$ cat config.mk
export PLATFORM = sky130hd
export DESIGN_NAME = exm_lane_sync
export DESIGN_NICKNAME = d
export VERILOG_FILES = /design/src/rtl/exm_lane_sync.sv
export SDC_FILE = /design/constraint.sdc
export NUM_CORES = 1
export LEC_CHECK = 0
export BUFFER_PORTS_ARGS = -buffer_cell sky130_fd_sc_hd__buf_2
export CAP_MARGIN = 15
export CORE_UTILIZATION = 30
export CTS_BUF_LIST = sky130_fd_sc_hd__clkbuf_2 sky130_fd_sc_hd__clkbuf_4 sky130_fd_sc_hd__clkbuf_8
export CTS_CLUSTER_DIAMETER = 60
export DETAILED_ROUTE_END_ITERATION = 7
export GPL_TIMING_DRIVEN = 0
export HOLD_SLACK_MARGIN = 0.02
export PLACE_DENSITY = 0.61
export SLEW_MARGIN = 20
export SYNTH_ARGS = -nofsm -noshare
export SYNTH_HDL_FRONTEND = slang
export SYNTH_SLANG_ARGS = --single-unit
$ cat constraint.sdc
create_clock -name clk -period 2.1 [get_ports clk]
set_input_delay 0.21 -clock clk [delete_from_list [all_inputs] [get_ports clk]]
set_output_delay 0.21 -clock clk [all_outputs]
set_load 0.1 [all_outputs]
$ cat src/rtl/exm_lane_sync.sv
// exm_lane_sync: joins the results of LANES parallel execute lanes into a
// single in-order commit bundle for WB.
//   - A lane that finishes before its group can leave has its result held in
//     a per-lane capture register and reports lane_captured so the lane does
//     not restart its multi-cycle unit.
//   - The group fires when every valid lane is done (live or captured) and
//     the one-entry WB output register is free. The bundle is visible on
//     out_* one cycle later.
//   - flush drops any captured results and any pending output bundle.
//   - stall_cnt is a saturating count of cycles a group was present but did
//     not fire. Only reset clears it.
// Ports:
//   clk, reset (sync, active-high), flush
//   in_valid/lane_done/lane_result/lane_dest/lane_we : per-lane execute side
//   lane_captured, group_ready                        : back to lanes / ID
//   out_valid/out_ready/out_lane_valid/out_result/out_dest/out_we : WB side
//   stall_cnt                                         : stall statistics

// Per-lane capture slot: EXEC (cap=0) / HELD (cap=1).
module exm_lane_sync_lane #(
  parameter int DATA_W = 32
) (
  input  logic              clk,
  input  logic              reset,
  input  logic              flush,
  input  logic              fire,
  input  logic              in_valid_i,
  input  logic              lane_done_i,
  input  logic [DATA_W-1:0] lane_result_i,
  output logic              cap_o,
  output logic              ok_o,
  output logic [DATA_W-1:0] eff_o
);
  logic              cap_q;
  logic [DATA_W-1:0] hold_q;
  logic              capture;

  // Capture only when the result would otherwise be lost. A lane finishing
  // in the fire cycle goes straight to the output instead.
  assign capture = in_valid_i & lane_done_i & ~cap_q & ~fire & ~flush;

  always_ff @(posedge clk) begin
    if (reset) begin
      cap_q  <= 1'b0;
      hold_q <= '0;
    end else if (flush | fire) begin
      cap_q  <= 1'b0;
    end else if (capture) begin
      cap_q  <= 1'b1;
      hold_q <= lane_result_i;
    end
  end

  assign cap_o = cap_q;
  assign ok_o  = ~in_valid_i | lane_done_i | cap_q;
  assign eff_o = cap_q ? hold_q : lane_result_i;
endmodule

module exm_lane_sync #(
  parameter int LANES  = 2,
  parameter int DATA_W = 32,
  parameter int DEST_W = 5,
  parameter int CNT_W  = 16
) (
  input  logic                           clk,
  input  logic                           reset,
  input  logic                           flush,
  input  logic [LANES-1:0]               in_valid,
  input  logic [LANES-1:0]               lane_done,
  input  logic [LANES-1:0][DATA_W-1:0]   lane_result,
  input  logic [LANES-1:0][DEST_W-1:0]   lane_dest,
  input  logic [LANES-1:0]               lane_we,
  output logic [LANES-1:0]               lane_captured,
  output logic                           group_ready,
  output logic                           out_valid,
  input  logic                           out_ready,
  output logic [LANES-1:0]               out_lane_valid,
  output logic [LANES-1:0][DATA_W-1:0]   out_result,
  output logic [LANES-1:0][DEST_W-1:0]   out_dest,
  output logic [LANES-1:0]               out_we,
  output logic [CNT_W-1:0]               stall_cnt
);
  logic [LANES-1:0]             cap;
  logic [LANES-1:0]             lane_ok;
  logic [LANES-1:0][DATA_W-1:0] eff;
  logic present, all_ok, slot_free, fire;

  logic                         out_valid_q;
  logic [LANES-1:0]             out_lane_valid_q;
  logic [LANES-1:0][DATA_W-1:0] out_result_q;
  logic [LANES-1:0][DEST_W-1:0] out_dest_q;
  logic [LANES-1:0]             out_we_q;
  logic [CNT_W-1:0]             stall_cnt_q, stall_cnt_d;

  assign present   = |in_valid;
  assign all_ok    = &lane_ok;
  assign slot_free = ~out_valid_q | out_ready;
  assign fire      = present & all_ok & slot_free & ~flush;

  for (genvar g = 0; g < LANES; g++) begin : g_lane
    exm_lane_sync_lane #(.DATA_W(DATA_W)) u_lane (
      .clk           (clk),
      .reset         (reset),
      .flush         (flush),
      .fire          (fire),
      .in_valid_i    (in_valid[g]),
      .lane_done_i   (lane_done[g]),
      .lane_result_i (lane_result[g]),
      .cap_o         (cap[g]),
      .ok_o          (lane_ok[g]),
      .eff_o         (eff[g])
    );
  end

  // One-entry WB register. Flush kills the pending bundle even while WB is
  // back-pressuring; result/dest need no clearing since valid gates them.
  always_ff @(posedge clk) begin
    if (reset) begin
      out_valid_q      <= 1'b0;
      out_lane_valid_q <= '0;
      out_result_q     <= '0;
      out_dest_q       <= '0;
      out_we_q         <= '0;
    end else if (flush) begin
      out_valid_q      <= 1'b0;
      out_lane_valid_q <= '0;
      out_we_q         <= '0;
    end else if (slot_free) begin
      if (fire) begin
        out_valid_q      <= 1'b1;
        out_lane_valid_q <= in_valid;
        out_result_q     <= eff;
        out_dest_q       <= lane_dest;
        out_we_q         <= lane_we & in_valid;
      end else begin
        out_valid_q      <= 1'b0;
      end
    end
  end

  always_comb begin
    stall_cnt_d = stall_cnt_q;
    if (present && !fire && !flush && (stall_cnt_q != {CNT_W{1'b1}}))
      stall_cnt_d = stall_cnt_q + 1'b1;
  end

  always_ff @(posedge clk) begin
    if (reset) stall_cnt_q <= '0;
    else       stall_cnt_q <= stall_cnt_d;
  end

  // Combinational on purpose: ID sees the consume in the same cycle.
  assign group_ready    = fire | ~present;
  assign lane_captured  = cap;
  assign out_valid      = out_valid_q;
  assign out_lane_valid = out_lane_valid_q;
  assign out_result     = out_result_q;
  assign out_dest       = out_dest_q;
  assign out_we         = out_we_q;
  assign stall_cnt      = stall_cnt_q;
endmodule

* After elaboration in Yosys (flattened, before gate mapping)
Cells that the tools add are included.
** Operators by class
- Reductions and logical operators :: 13
- Bitwise logic cells :: 28
- Muxes and demuxes :: 3
- Add/sub/neg operators :: 1
- Equality and inequality tests :: 1
** Operator list (count)
- $mux 32 :: 2
- $add 16x1->16 const B :: 1
- $ne 16x16->1 const B :: 1
- $and 1x1->1 :: 11
- $not 1->1 :: 9
- $reduce_and 2->1 :: 4
- $or 1x1->1 :: 7
- $reduce_or 2->1 :: 3
- $logic_and 1x1->1 :: 3
- $reduce_and 3->1 :: 1
- $and 2x2->2 :: 1
- $logic_not 1->1 :: 2
- $mux 1 :: 1
** Storage, ports and cells
- Bits of input ports :: 84
- Word-level logic and storage cells :: 58
- Output and inout port bits :: 98
- Flip-flop bits (word level) :: 161

* Depth between registers and ports, before layout
- Depth in word-level cells :: 11
- Gate-level depth with buffers :: 8

* Hierarchy
A second synthesis with hierarchy kept.
** Unflattened totals
- Cells, all modules :: 807
- Area, all modules :: 7392.1 µm²
** By module, submodules not included
- exm_lane_sync_lane :: cells each 181, area each 1873.0 µm², times used 2, sequential area each 660.6 µm²
- exm_lane_sync :: cells each 445, area each 3646.0 µm², times used 1, sequential area each 1901.8 µm²

* Least setup slack after synthesis
Ideal clock, no wire load.
- Kind :: reg-to-output
- Start point :: register out_valid_q, in the netlist out_valid
- End point :: output port group_ready
- Arrival time :: 3.934 ns
- Stages on the path, launching flop included :: 6
- Setup slack :: -2.044 ns
- Data required time :: 1.890 ns
- Path through :: dfxtp_1 nor2b_1 clkbuf_1 or4_1 clkbuf_1 o21ai_0
** On the way
- Cells in the longest elaborated chain, start to end :: 5
** RTL lines
- start: declaration :: line 88 : logic out_valid_q;
- start signal: assignment :: line 119 : out_valid_q <= 1'b0;
- start signal: assignment :: line 125 : out_valid_q <= 1'b0;
- start signal: assignment :: line 130 : out_valid_q <= 1'b1;
- $not 1->1 :: line 97 : assign slot_free = ~out_valid_q | out_ready;
- $or 1x1->1 :: line 97
- $and 1x1->1 (2 in series) :: line 98 : assign fire = present & all_ok & slot_free & ~flush;
- $or 1x1->1 :: line 153 : assign group_ready = fire | ~present;
- end: declaration :: line 74 : output logic group_ready,
Every way passes these cells.

* Worst setup path after layout
- Start point :: register g_lane[1].u_lane.cap_q
- End point :: output port group_ready
** On the way
- Cells in the longest elaborated chain, start to end :: 6
** RTL lines
- start: declaration :: line 34 : logic cap_q;
- start signal: assignment :: line 44 : cap_q <= 1'b0;
- start signal: assignment :: line 47 : cap_q <= 1'b0;
- start signal: assignment :: line 49 : cap_q <= 1'b1;
- $or 1x1->1 :: line 55 : assign ok_o = ~in_valid_i | lane_done_i | cap_q;
- $reduce_and 2->1 :: line 96 : assign all_ok = &lane_ok;
- $and 1x1->1 (3 in series) :: line 98
- $or 1x1->1 :: line 153
Every way passes these cells.

==> impl_metrics.tcl <==
set metrics [dict create \
    globalRouteOverflowTotal 0 \
    detailedPlacementHpwl_um 15610 \
    drv_cap 0 \
    start_kind "flop" \
    library_cell_with_the_highest_instance_count_after_synthesis "sky130_fd_sc_hd__dfxtp_1" \
    synth_top_cells_by_area "sky130_fd_sc_hd__dfxtp_1 (47%), sky130_fd_sc_hd__mux2i_1 (14%), sky130_fd_sc_hd__a21oi_1 (8.9%), sky130_fd_sc_hd__a311oi_1 (8.2%), sky130_fd_sc_hd__nand2_1 (4.0%)" \
    tritoncts.num_buffers 17 \
    period_minus_slack_ns 2.022 \
    routed_wirelength_um 22480 \
    synth_flop_type "sky130_fd_sc_hd__dfxtp_1" \
    synth_async_sr_flop_share_pct 0 \
    area_share_of_the_largest_cell_type_after_synthesis_pct 47.27 \
    worstSetupEndpointType "output pin" \
    finalNetCount 1095 \
    power_density_nw_per_um2 785.1 \
    drcViolationCount 9 \
    numClockSinks 161 \
    first_iter_violations 368 \
    antenna_found_initial 1 \
    violations "design-rule violations" \
    synth_largest_area_cell "sky130_fd_sc_hd__dfxtp_1" \
    top_level_ports 182 \
    syn-mean-instance-area_um2 9.328 \
    yosysUniqueCellTypes 40 \
    max_slew_margin_pct 45.50 \
    rows 54 \
    p_total_w 0.007378 \
    unrepaired_setup_endpoints_after_global_routing "no" \
    power.static_leakage_nw 3.782 \
    die_area_um2 23340 \
    synth_area_um2 6819 \
    timing.hold.worst.class "in2reg" \
    antenna_violating_nets_left 0 \
    final_design_area_no_fill_um2 9398 \
    maxClockFrequency_mhz 494.6 \
    clk_pin_slew_worst_paths_ns 0.10 \
    synth-edff-count 0 \
    first_global_vias 6360 \
    core_area_um2 22030 \
    seq_area_frac_synth_pct 47.27 \
    worst-setup-path-type "reg2out" \
    worst_clock_skew_ns 0.009682 \
    critPathMaxFanout 6 \
    vias_per_cell 5.067 \
    tightestPinTransition_ns 0.8175 \
    initial_core_utilization_pct 30.96 \
    arrival_time_of_the_worst_setup_path_ns 1.81 \
    area_growth_synth_to_finish_pct 37.82 \
    vdd.ir_drop.worst_mv 0.4635 \
    cts.path.max_buffers 2 \
    commonest_cells_in_the_netlist "sky130_fd_sc_hd__dfxtp_1 (161), sky130_fd_sc_hd__a21oi_1 (121), sky130_fd_sc_hd__mux2i_1 (96)" \
    fraction_of_final_layout_cells_with_drive_strength_greater_than_1_pct 27.37 \
    post_dp_cell_area_um2 8130 \
    synthCells 731 \
    detailedRoute.firstPassIterationCount 6 \
    tritoncts "yes" \
    clkLatencyLatePin_ns 0.45 \
    ff2ff_setup_slack_ns 0.13 \
    synthesis.nets 816 \
    chipHeight_um 152.8 \
    crit_required_ns 1.89 \
    number_of_warnings_reported_in_the_yosys_synthesis_log 0 \
    final-setup-viol-count 0 \
    die_w_um 152.8 \
    first_pass_grt_wire_length_um 35560 \
    slew_violations 0 \
    global_route.usage.total_pct 19.45 \
    final-hold-violation-count 0 \
    ys_seq_elements 161 \
    portBuffers 181 \
    detail_routed_net_length_per_standard_cell_um 17.24 \
    routabilityCongestion 0.8266 \
    status "complete, but fails checks" \
    pin_count_of_the_biggest_net_entering_global_routing 17 \
    layout_worst_path_cycle_share_pct 96.28 \
    ctsRootBufferMaster "sky130_fd_sc_hd__clkbuf_8" \
    via_count 6607 \
    htree_num_levels 4 \
]
## critical path: stages, from the launching register on
cell	delay, ns
sky130_fd_sc_hd__dfxtp_2	0.38
sky130_fd_sc_hd__nor3b_4	0.08
sky130_fd_sc_hd__or4_4	0.52
sky130_fd_sc_hd__o21ai_4	0.18
sky130_fd_sc_hd__buf_12	0.19
## flip-flops by register name, summed over array words and instances, names as in the netlist
register	count
g_lane.u_lane.cap_o	2
out_valid	1
out_dest	10
g_lane.u_lane.hold_q	64
out_lane_valid	2
out_we	2
stall_cnt	16
out_result	64
## what timing repair did
item                       4_1_cts  5_1_grt
buffers inserted                 4        2
setup endpoints to repair       52       34
hold buffers                    77        0
gates resized for setup         10       16
pin swaps                        2        3
hold endpoints to repair        77        0
## power breakdown
part | leakage (nW) | internal [W] | switching [W]
registers | 1.32 | 0.00319 | 0.0000751
clock network | 0.192 | 0.00109 | 0.00123
logic | 2.27 | 0.000446 | 0.00135
## per-layer routing
metal	up-vias	part of all wire [%]	track usage (%)
met2	179	47	31.54
met5	-	0	0
met3	20	6.3	5.148
met4	0	1.2	4.233
li1	3270	-	-
met1	3138	46	25.76
## final timing paths
kind	cells past startpoint	start	end
worst max register to register	7	stall_cnt[0]	stall_cnt[1]
worst min register to register	2	g_lane[1].u_lane.hold_q[26]	g_lane[1].u_lane.hold_q[26]
worst max-delay path	4	g_lane[1].u_lane.cap_o	group_ready
worst min-delay path	3	in_valid[1]	out_we[1]
## through the flow
stage | hold slack [ns] | instances | utilization (%) | TNS (ns) | worst slack (ns)
after floorplan | 0.3460 | 731 | - | -0.09473 | -0.09473
after global placement | 0.4410 | 1192 | 36.91 | -14.11 | -0.2308
after detailed placement | 0.4473 | 1192 | 36.91 | -13.73 | -0.2012
after CTS | 0.03196 | 1303 | 42.44 | 0 | 0.0006863
after global routing | 0.03915 | 1304 | 42.67 | 0 | 0.01051
final | 0.07453 | 1304 | 42.67 | 0 | 0.07810
## cell type report
cell class / instances / area [µm²]
Antenna cell: 1 / 2.502
Buffer: 73 / 321.6
Clock buffer: 22 / 296.5
Clock inverter: 10 / 100.1
Fill cell: 2195 / 12630
Inverter: 5 / 18.77
Multi-Input combinational cell: 488 / 3314
Sequential cell: 161 / 3257
Tap cell: 280 / 350.3
Timing Repair Buffer: 264 / 1737
## cells in the final DEF, fill, tap and decap left out, types with 3 or more instances in the layout
cell	instances
sky130_fd_sc_hd__a211oi_1	3
sky130_fd_sc_hd__a21oi_1	121
sky130_fd_sc_hd__a311oi_1	64
sky130_fd_sc_hd__buf_2	200
sky130_fd_sc_hd__buf_4	10
sky130_fd_sc_hd__clkbuf_1	45
sky130_fd_sc_hd__clkbuf_2	3
sky130_fd_sc_hd__clkbuf_8	21
sky130_fd_sc_hd__clkinvlp_4	4
sky130_fd_sc_hd__dfxtp_1	142
sky130_fd_sc_hd__dfxtp_2	15
sky130_fd_sc_hd__dfxtp_4	4
sky130_fd_sc_hd__dlygate4sd3_1	77
sky130_fd_sc_hd__inv_1	5
sky130_fd_sc_hd__mux2i_1	96
sky130_fd_sc_hd__nand2_1	73
sky130_fd_sc_hd__nand3_1	16
sky130_fd_sc_hd__nand4_1	6
sky130_fd_sc_hd__nor2_1	40
sky130_fd_sc_hd__nor2b_1	3
sky130_fd_sc_hd__o21ai_0	11
sky130_fd_sc_hd__o31ai_1	10
sky130_fd_sc_hd__or4_1	10
## cells by family (layout without fill, tap and decap cells)
logic type	after synthesis	count (layout)	share of synthesized area, %
compound gates	219	219	20.95
other cells	0	1	0
buf+inv	82	374	5.193
fa+ha+maj	1	1	0.1835
flops	161	161	47.27
mux	98	98	14.42
simple gates	170	170	11.98
(Power assumes the default switching activity.)
